**config.mk**
```make
export PLATFORM = sky130hd
export DESIGN_NAME = mul_unit_seq
export DESIGN_NICKNAME = d
export VERILOG_FILES = /design/src/rtl/mul_unit_seq.sv
export SDC_FILE = /design/constraint.sdc
export NUM_CORES = 1
export LEC_CHECK = 0
export BUFFER_PORTS_ARGS = -buffer_cell sky130_fd_sc_hd__buf_2
export CELL_PAD_IN_SITES_DETAIL_PLACEMENT = 0
export CELL_PAD_IN_SITES_GLOBAL_PLACEMENT = 1
export CORE_ASPECT_RATIO = 0.6
export CORE_MARGIN = 2
export CORE_UTILIZATION = 43
export CTS_CLUSTER_SIZE = 14
export DETAILED_ROUTE_END_ITERATION = 6
export GPL_TIMING_DRIVEN = 1
export MAX_ROUTING_LAYER = met4
export PLACE_DENSITY = 0.86
export SLEW_MARGIN = 20
export SYNTH_ARGS = -nofsm -noshare
export SYNTH_HDL_FRONTEND = slang
export SYNTH_SLANG_ARGS = --single-unit
```
**constraint.sdc**
```tcl
create_clock -name clk -period 5.9 [get_ports clk]
set_input_delay 0.885 -clock clk [delete_from_list [all_inputs] [get_ports clk]]
set_output_delay 0.885 -clock clk [all_outputs]
set_load 0.05 [all_outputs]
```
**src/rtl/mul_unit_seq.sv**
```systemverilog
// mul_unit_seq: sequential RV32/RV64 M-extension multiplier, BITS_PER_CYCLE multiplier bits per CALC cycle
//   clk/reset (sync, active-high); factor1/factor2 rs1/rs2; MULop MUL/MULH/MULSU/MULU; valid request held until ready;
//   kill aborts the op in flight; product result held until next completion; ready one-cycle done pulse; busy op in flight.
//   MUL_RESULT_CACHE_EN: keep the last full product so a matching back-to-back MUL/MULH* pair completes in one cycle.
`ifndef MUL_OP_WIDTH
`define MUL_OP_WIDTH 2
`endif
`ifndef MUL_OP_MUL
`define MUL_OP_MUL 2'b00
`endif
`ifndef MUL_OP_MULH
`define MUL_OP_MULH 2'b01
`endif
`ifndef MUL_OP_MULSU
`define MUL_OP_MULSU 2'b10
`endif
`ifndef MUL_OP_MULU
`define MUL_OP_MULU 2'b11
`endif
module mul_unit_seq #(
  parameter int XLEN = 32,
  parameter int BITS_PER_CYCLE = 1
) (
  input  logic                     clk,
  input  logic                     reset,
  input  logic [XLEN-1:0]          factor1,
  input  logic [XLEN-1:0]          factor2,
  input  logic [`MUL_OP_WIDTH-1:0] MULop,
  input  logic                     valid,
  input  logic                     kill,
  output logic [XLEN-1:0]          product,
  output logic                     ready,
  output logic                     busy
);
  localparam int N = XLEN / BITS_PER_CYCLE;
  localparam int CW = $clog2(N + 1);
  localparam int W2 = 2 * XLEN;
  if (BITS_PER_CYCLE < 1 || XLEN % BITS_PER_CYCLE != 0 || (BITS_PER_CYCLE & (BITS_PER_CYCLE - 1)) != 0) begin : g_bad_cfg
    $error("BITS_PER_CYCLE must be a power of two that divides XLEN");
  end
  typedef enum logic [1:0] {IDLE, CALC, FIX, DONE} state_t;
  state_t r_state, w_next;
  logic [XLEN-1:0] r_abs1, r_abs2;
  logic [W2-1:0] r_acc, w_part, w_hit_acc;
  logic [CW-1:0] r_cnt;
  logic [31:0] w_sh;
  logic [BITS_PER_CYCLE-1:0] w_slice;
  logic r_neg, r_lo;
  logic w_s1, w_s2, w_n1, w_n2, w_accept, w_hit;
  assign w_s2 = MULop == `MUL_OP_MULH;
  assign w_s1 = w_s2 || MULop == `MUL_OP_MULSU;
  assign w_n1 = w_s1 && factor1[XLEN-1];
  assign w_n2 = w_s2 && factor2[XLEN-1];
  // valid is ignored while ready is high so a held request is not taken twice
  assign w_accept = r_state == IDLE && valid && !ready && !kill;
  assign w_sh = 32'(r_cnt) * 32'(BITS_PER_CYCLE);
  assign w_slice = BITS_PER_CYCLE'(r_abs2 >> w_sh);
  assign w_part = (W2'(r_abs1) * W2'(w_slice)) << w_sh;
  assign busy = r_state == CALC || r_state == FIX;
`ifdef MUL_RESULT_CACHE_EN
  logic r_c_v;
  logic [XLEN-1:0] r_c_f1, r_c_f2, r_f1, r_f2;
  logic [1:0] r_c_mode, r_mode;
  logic [W2-1:0] r_c_acc;
  // the low half is identical for every signedness, so MUL may reuse any cached mode
  assign w_hit = r_c_v && factor1 == r_c_f1 && factor2 == r_c_f2 && ({w_s2, w_s1} == r_c_mode || MULop == `MUL_OP_MUL);
  assign w_hit_acc = r_c_acc;
  always_ff @(posedge clk) begin
    if (reset || kill) r_c_v <= 1'b0;
    else begin
      if (w_accept) begin
        r_f1 <= factor1;
        r_f2 <= factor2;
        r_mode <= {w_s2, w_s1};
      end
      if (r_state == DONE) begin
        r_c_v <= 1'b1;
        r_c_f1 <= r_f1;
        r_c_f2 <= r_f2;
        r_c_mode <= r_mode;
        r_c_acc <= r_acc;
      end
    end
  end
`else
  assign w_hit = 1'b0;
  assign w_hit_acc = '0;
`endif
  always_comb begin
    w_next = r_state;
    case (r_state)
      IDLE: w_next = w_accept ? (w_hit ? DONE : CALC) : IDLE;
      CALC: w_next = r_cnt == CW'(N - 1) ? FIX : CALC;
      FIX: w_next = DONE;
      default: w_next = IDLE;
    endcase
    if (kill) w_next = IDLE;
  end
  always_ff @(posedge clk) r_state <= reset ? IDLE : w_next;
  always_ff @(posedge clk) begin
    if (reset) begin
      product <= '0;
      ready <= 1'b0;
    end else begin
      ready <= r_state == DONE && !kill;
      if (r_state == DONE && !kill) product <= r_lo ? r_acc[XLEN-1:0] : r_acc[W2-1:XLEN];
      if (w_accept) begin
        r_abs1 <= w_n1 ? -factor1 : factor1;
        r_abs2 <= w_n2 ? -factor2 : factor2;
        r_neg <= w_n1 ^ w_n2;
        r_lo <= MULop == `MUL_OP_MUL;
        r_acc <= w_hit ? w_hit_acc : '0;
        r_cnt <= '0;
      end else if (r_state == CALC) begin
        r_acc <= r_acc + w_part;
        r_cnt <= r_cnt + CW'(1);
      end else if (r_state == FIX && r_neg) r_acc <= -r_acc;
    end
  end
endmodule

```
; Word-level counts from Yosys, hierarchy flattened
; Cells that the tools add are included.
[classes]
n_addsub = 5
n_mul = 1
eq_ne = 6
shifts = 2
n_mux = 9
n_bitwise = 2
n_reduce_logical = 19
[ops]
columns = operator, count
row1 = $mux W64, 2
row2 = $mux W32, 3
row3 = $add A64 B64 Y64, 1
row4 = $neg A32 Y32, 2
row5 = $neg A64 Y64, 1
row6 = $shl A33 B6 Y64, 1
row7 = $mul A32 B1 Y33, 1
row8 = $shr A32 B6 Y1, 1
row9 = $logic_and A1 B1 Y1, 7
row10 = $add A6 B1 Y6 const B, 1
row11 = $eq A2 B2 Y1 const B, 3
row12 = $eq A6 B5 Y1 const B, 1
row13 = $mux W6, 1
row14 = $pmux W2 S3, 1
row15 = $reduce_and A2 Y1, 3
row16 = $eq A2 B1 Y1 const B, 2
row17 = $logic_not A2 Y1, 2
row18 = $reduce_bool A3 Y1, 1
row19 = $logic_not A1 Y1, 2
row20 = $logic_or A1 B1 Y1, 2
row21 = $mux W2, 1
row22 = $reduce_bool A2 Y1, 1
row23 = $reduce_or A2 Y1, 1
row24 = $mux W1, 1
row25 = other kinds (2), 2
[word_totals]
register_bits = 171
in_bits = 70
output_inout_bits = 34
word_cells = 53

; Logic depth before layout (Yosys ltp)
[depth]
depth_word = 6
depth_mapped = 24
ltp_nobuf = 20

; Worst setup path after synthesis
; Ideal clock, no wire load.
[synth_timing]
kind = register -> register
startpoint = reg r_cnt[0]
endpoint = reg r_acc[48] (data pin)
setup_time_ps = 275
t_arrival_ps = 5593
required_ps = 5625
slack_ps = 32
stages_incl_launch_ff = 24
n_path_buf = 4
period_less_slack_ps = 5868
cell_sequence = edfxtp_1 > clkbuf_1 > buf_2 > mux4_2 > mux4_2 > mux2i_1 > or2_2 > clkbuf_1 > clkbuf_1 > nor2_1 > nand3_1 > nor2_1 > ha_1 > fa_1 > a211oi_1 > o211ai_1 > a211oi_1 > o21ai_1 > o31ai_1 > o31a_1 > o21ai_1 > a311oi_1 > xor2_1 > a211oi_1
[synth_between]
elab_chain_len = 5
[synth_rtl]
columns = item, line
row1 = from (decl), 45  ; logic [CW-1:0] r_cnt;
row2 = from (signal assigned), 116  ; r_cnt <= r_cnt + CW'(1);
row3 = $shr A32 B6 Y1, 57  ; assign w_slice = BITS_PER_CYCLE'(r_abs2 >> w_sh);
row4 = $mul A32 B1 Y33, 58  ; assign w_part = (W2'(r_abs1) * W2'(w_slice)) << w_sh;
row5 = $shl A33 B6 Y64 (*), 58
row6 = $add A64 B64 Y64 (*), 115  ; r_acc <= r_acc + w_part;
row7 = $mux W64 (*), 114  ; end else if (r_state == CALC) begin
row8 = to (signal assigned), 112  ; r_acc <= w_hit ? w_hit_acc : '0;
row9 = to (signal assigned), 115
row10 = to (signal assigned), 117  ; end else if (r_state == FIX && r_neg) r_acc <= -r_acc;
row11 = to (decl), 44  ; logic [W2-1:0] r_acc, w_part, w_hit_acc;
; Every way passes the cells marked *; elsewhere a longest branch is shown, timed or not.
; A chain may end at the register's enable or synchronous reset.

; Worst setup path in the final report
; Same ends and word-level chain as after synthesis.

==> impl_metrics.toml <==
[run_status]
status = "completed"

[cts]
clk_path_buf_depth = 2
tritoncts = "done"
path_clk_slew_ns = 0.07
postCtsHoldBufs = 0
cts_sinks = 171
clock_latency_ns = 0.47
htreeDepth = 4
cts_buffers = 17
root_buffer = "clkbuf_16"

[floorplanning]
die_y_um = 148
placementRows = 52
fp.coreArea_um2 = 34000
io-pin-count = 104
die_x_um = 245
start_util = 0.440
dieArea_um2 = 36300

[power]
p_leak_nw = 6.69
irDropWorstVdd_mv = 0.225
power_mw = 3.36
powerDensity_nw_per_um2 = 195

[routing]
drtPass1Iterations = 5
drtIter0Drc = 1411
vias = 13921
via_per_inst = 6.07
post_drt_wl_per_cell_um = 21.8
drt_wl_total_um = 50000
drcViolationCount = 0
ant_nets = 0

[yosys]
synth_top_area_frac = 0.273
ys_seq_elements = 171
synthArstFlopShare = 0
synth.most_common_cell = "nor2_1"
synth_area_um2 = 14900
ys_types = 77
seq_area_frac_synth = 0.320
yosys_most_used_dff = "edfxtp_1"
synth.top_cells.by_area = "edfxtp_1, ha_1, nor2_1"
yosys-top-cells-count = "nor2_1, a21oi_1, edfxtp_1"
synth-edff-count = 136
yosysTopAreaCell = "edfxtp_1"
syn_nets = 1841
syn-mean-instance-area_um2 = 8.81
syn_inst = 1696
yosysWarningCount = 0

[grt]
grt_max_degree = 81
grt_use_met1 = 0.426
grt_pass1_vias = 12886
grt_use_met2 = 0.385
grt_util_all_layers = 0.286
grt_pass1_wl_um = 76600
grt_busiest_layer = "met1"
antenna_found_initial = 0
use_met3 = 0.0734
gr-total-overflow = 0

[sta]
hold_ws_ns = 0.497
hold_viol_final = 0
fin_crit_sh = 0.964
slew_headroom = 0.334
min_period_ns = 5.69
final-setup-viol-count = 0
rsz0062_at_grt = "true"
drv_slew = 0
tightestPinTransition_ns = 0.990
fin_worst_skew_ns = 0.00966
setup_tns_ns = 0
fmax_mhz = 176

[run]
cap_violations = 0

[hold_path]
hp-start = "product[20]$_SDFFE_PP0P_"
hold_path_class = "reg -> reg"

[critical_path]
arrival_ns = 5.99
cp-startpoint = "r_cnt[0]$_SDFFCE_PP0P_"
critPathLaunchType = "flip-flop"
end_kind = "flip-flop"
criticalPathCategory = "reg -> reg"
r2r_start = "r_cnt[0]$_SDFFCE_PP0P_"
crit_required_ns = 6.20
crit_fanout = 17

[final_layout]
nets = 1967
syn2layout_area_growth_pct = 15.0
nFillCells = 3198
layout-drive-gt1-share = 0.175
stdcell_area_um2 = 17200
insertedDiodeCount = 0

[placement]
place_area_um2 = 16500
port_buffers = 103
hpwlAfterDp_um = 38900
globalplace.congestion = 1.03
-- layout by cell type, fill, tap and decap left out, types with 17 or more instances in the layout --
cell,n
buf_2,103
or3_1,19
mux4_2,30
ha_1,73
nand2_1,134
o22ai_1,18
dfxtp_1,35
edfxtp_1,136
nand3_1,19
nor4_1,23
nor3_1,40
inv_1,32
a21o_1,32
buf_4,104
xor2_1,93
xnor2_1,79
nor2_1,220
clkbuf_16,17
o21ai_0,70
a21oi_1,133
a211oi_1,85
mux2i_1,71
-- cell type report --
type | instances | area (µm²) | share of cell area
Inverter | 34 | 128 | 0.00743
Sequential cell | 171 | 4780 | 0.279
Clock buffer | 17 | 425 | 0.0248
Multi-Input combinational cell | 1388 | 9750 | 0.568
Timing Repair Buffer | 210 | 1350 | 0.0785
Clock inverter | 15 | 158 | 0.00918
Tap cell | 459 | 574 | 0.0334
-- metal layers --
layer  wire (µm)  part of all wire  vias up
li1            -                 -     6582
met1       24800              0.49     6741
met2       20100              0.40      559
met3        4620             0.092       39
met4         524             0.010        0
met5           0                 0        -
-- flip-flops by register name (all words and copies together) (netlist names) --
signal	count
ready	1
r_abs1	32
r_lo	1
r_neg	1
r_cnt	6
r_acc	64
r_abs2	32
r_state	2
product	32
-- timing repair --
action / CTS / global route
gates resized for setup: 0 / 20
endpoints found under the hold margin: 0 / 0
buffers inserted: 0 / 1
setup endpoints to repair: 0 / 27
-- final timing paths --
path | to | slack (ns) | cells past startpoint
hold reg to reg | product[20]$_SDFFE_PP0P_ | 0.50 | 2
setup / recovery | r_acc[48]$_SDFFCE_PP0P_ | 0.21 | 21
hold / removal | product[20]$_SDFFE_PP0P_ | 0.50 | 2
setup reg to reg | r_acc[48]$_SDFFCE_PP0P_ | 0.21 | 21
-- kinds of logic after synthesis --
family,Yosys count,share of synthesized area
multiplexers,112,0.101
flip-flops,171,0.320
buffers and inverters,137,0.0353
XOR/XNOR,172,0.101
AO/OA/AOI/OAI,448,0.190
adder cells (fa/ha/maj),75,0.0633
AND/OR/NAND/NOR,581,0.189
-- per-stage QoR --
| stage | setup slack (ns) | util | cells |
|---|---|---|---|
| after CTS | 0.132 | 0.502 | 2292 |
| after detailed placement | 0.151 | 0.485 | 2260 |
| after global routing | -0.0831 | 0.506 | 2294 |
| final | 0.210 | 0.506 | 2294 |
| after floorplan | 0.0319 | - | 1696 |
| after global placement | 0.195 | 0.485 | 2260 |
-- critical path, stage by stage, from the launching register on --
cell and delay (ns):
edfxtp_1 0.40, buf_12 0.15, mux4_2 0.50, mux4_2 0.50, mux2i_1 0.17, buf_4 0.18
or2_2 0.18, buf_6 0.19, buf_4 0.15, or2_2 0.12, nor3_1 0.05, ha_1 0.39
o21ai_0 0.21, a2111oi_2 0.51, a211oi_2 0.16, o21ai_1 0.27, o31ai_2 0.14, o31a_1 0.36
o21ai_1 0.30, a311oi_1 0.18, xor2_1 0.18, a211oi_1 0.24
-- report_power, final --
part | switching [mW] | internal (mW) | leakage, nW
registers | 0.0656 | 1.36 | 1.54
logic | 0.456 | 0.315 | 4.87
clock network | 0.562 | 0.597 | 0.280
No activity file was read; power rests on OpenSTA's default activity.
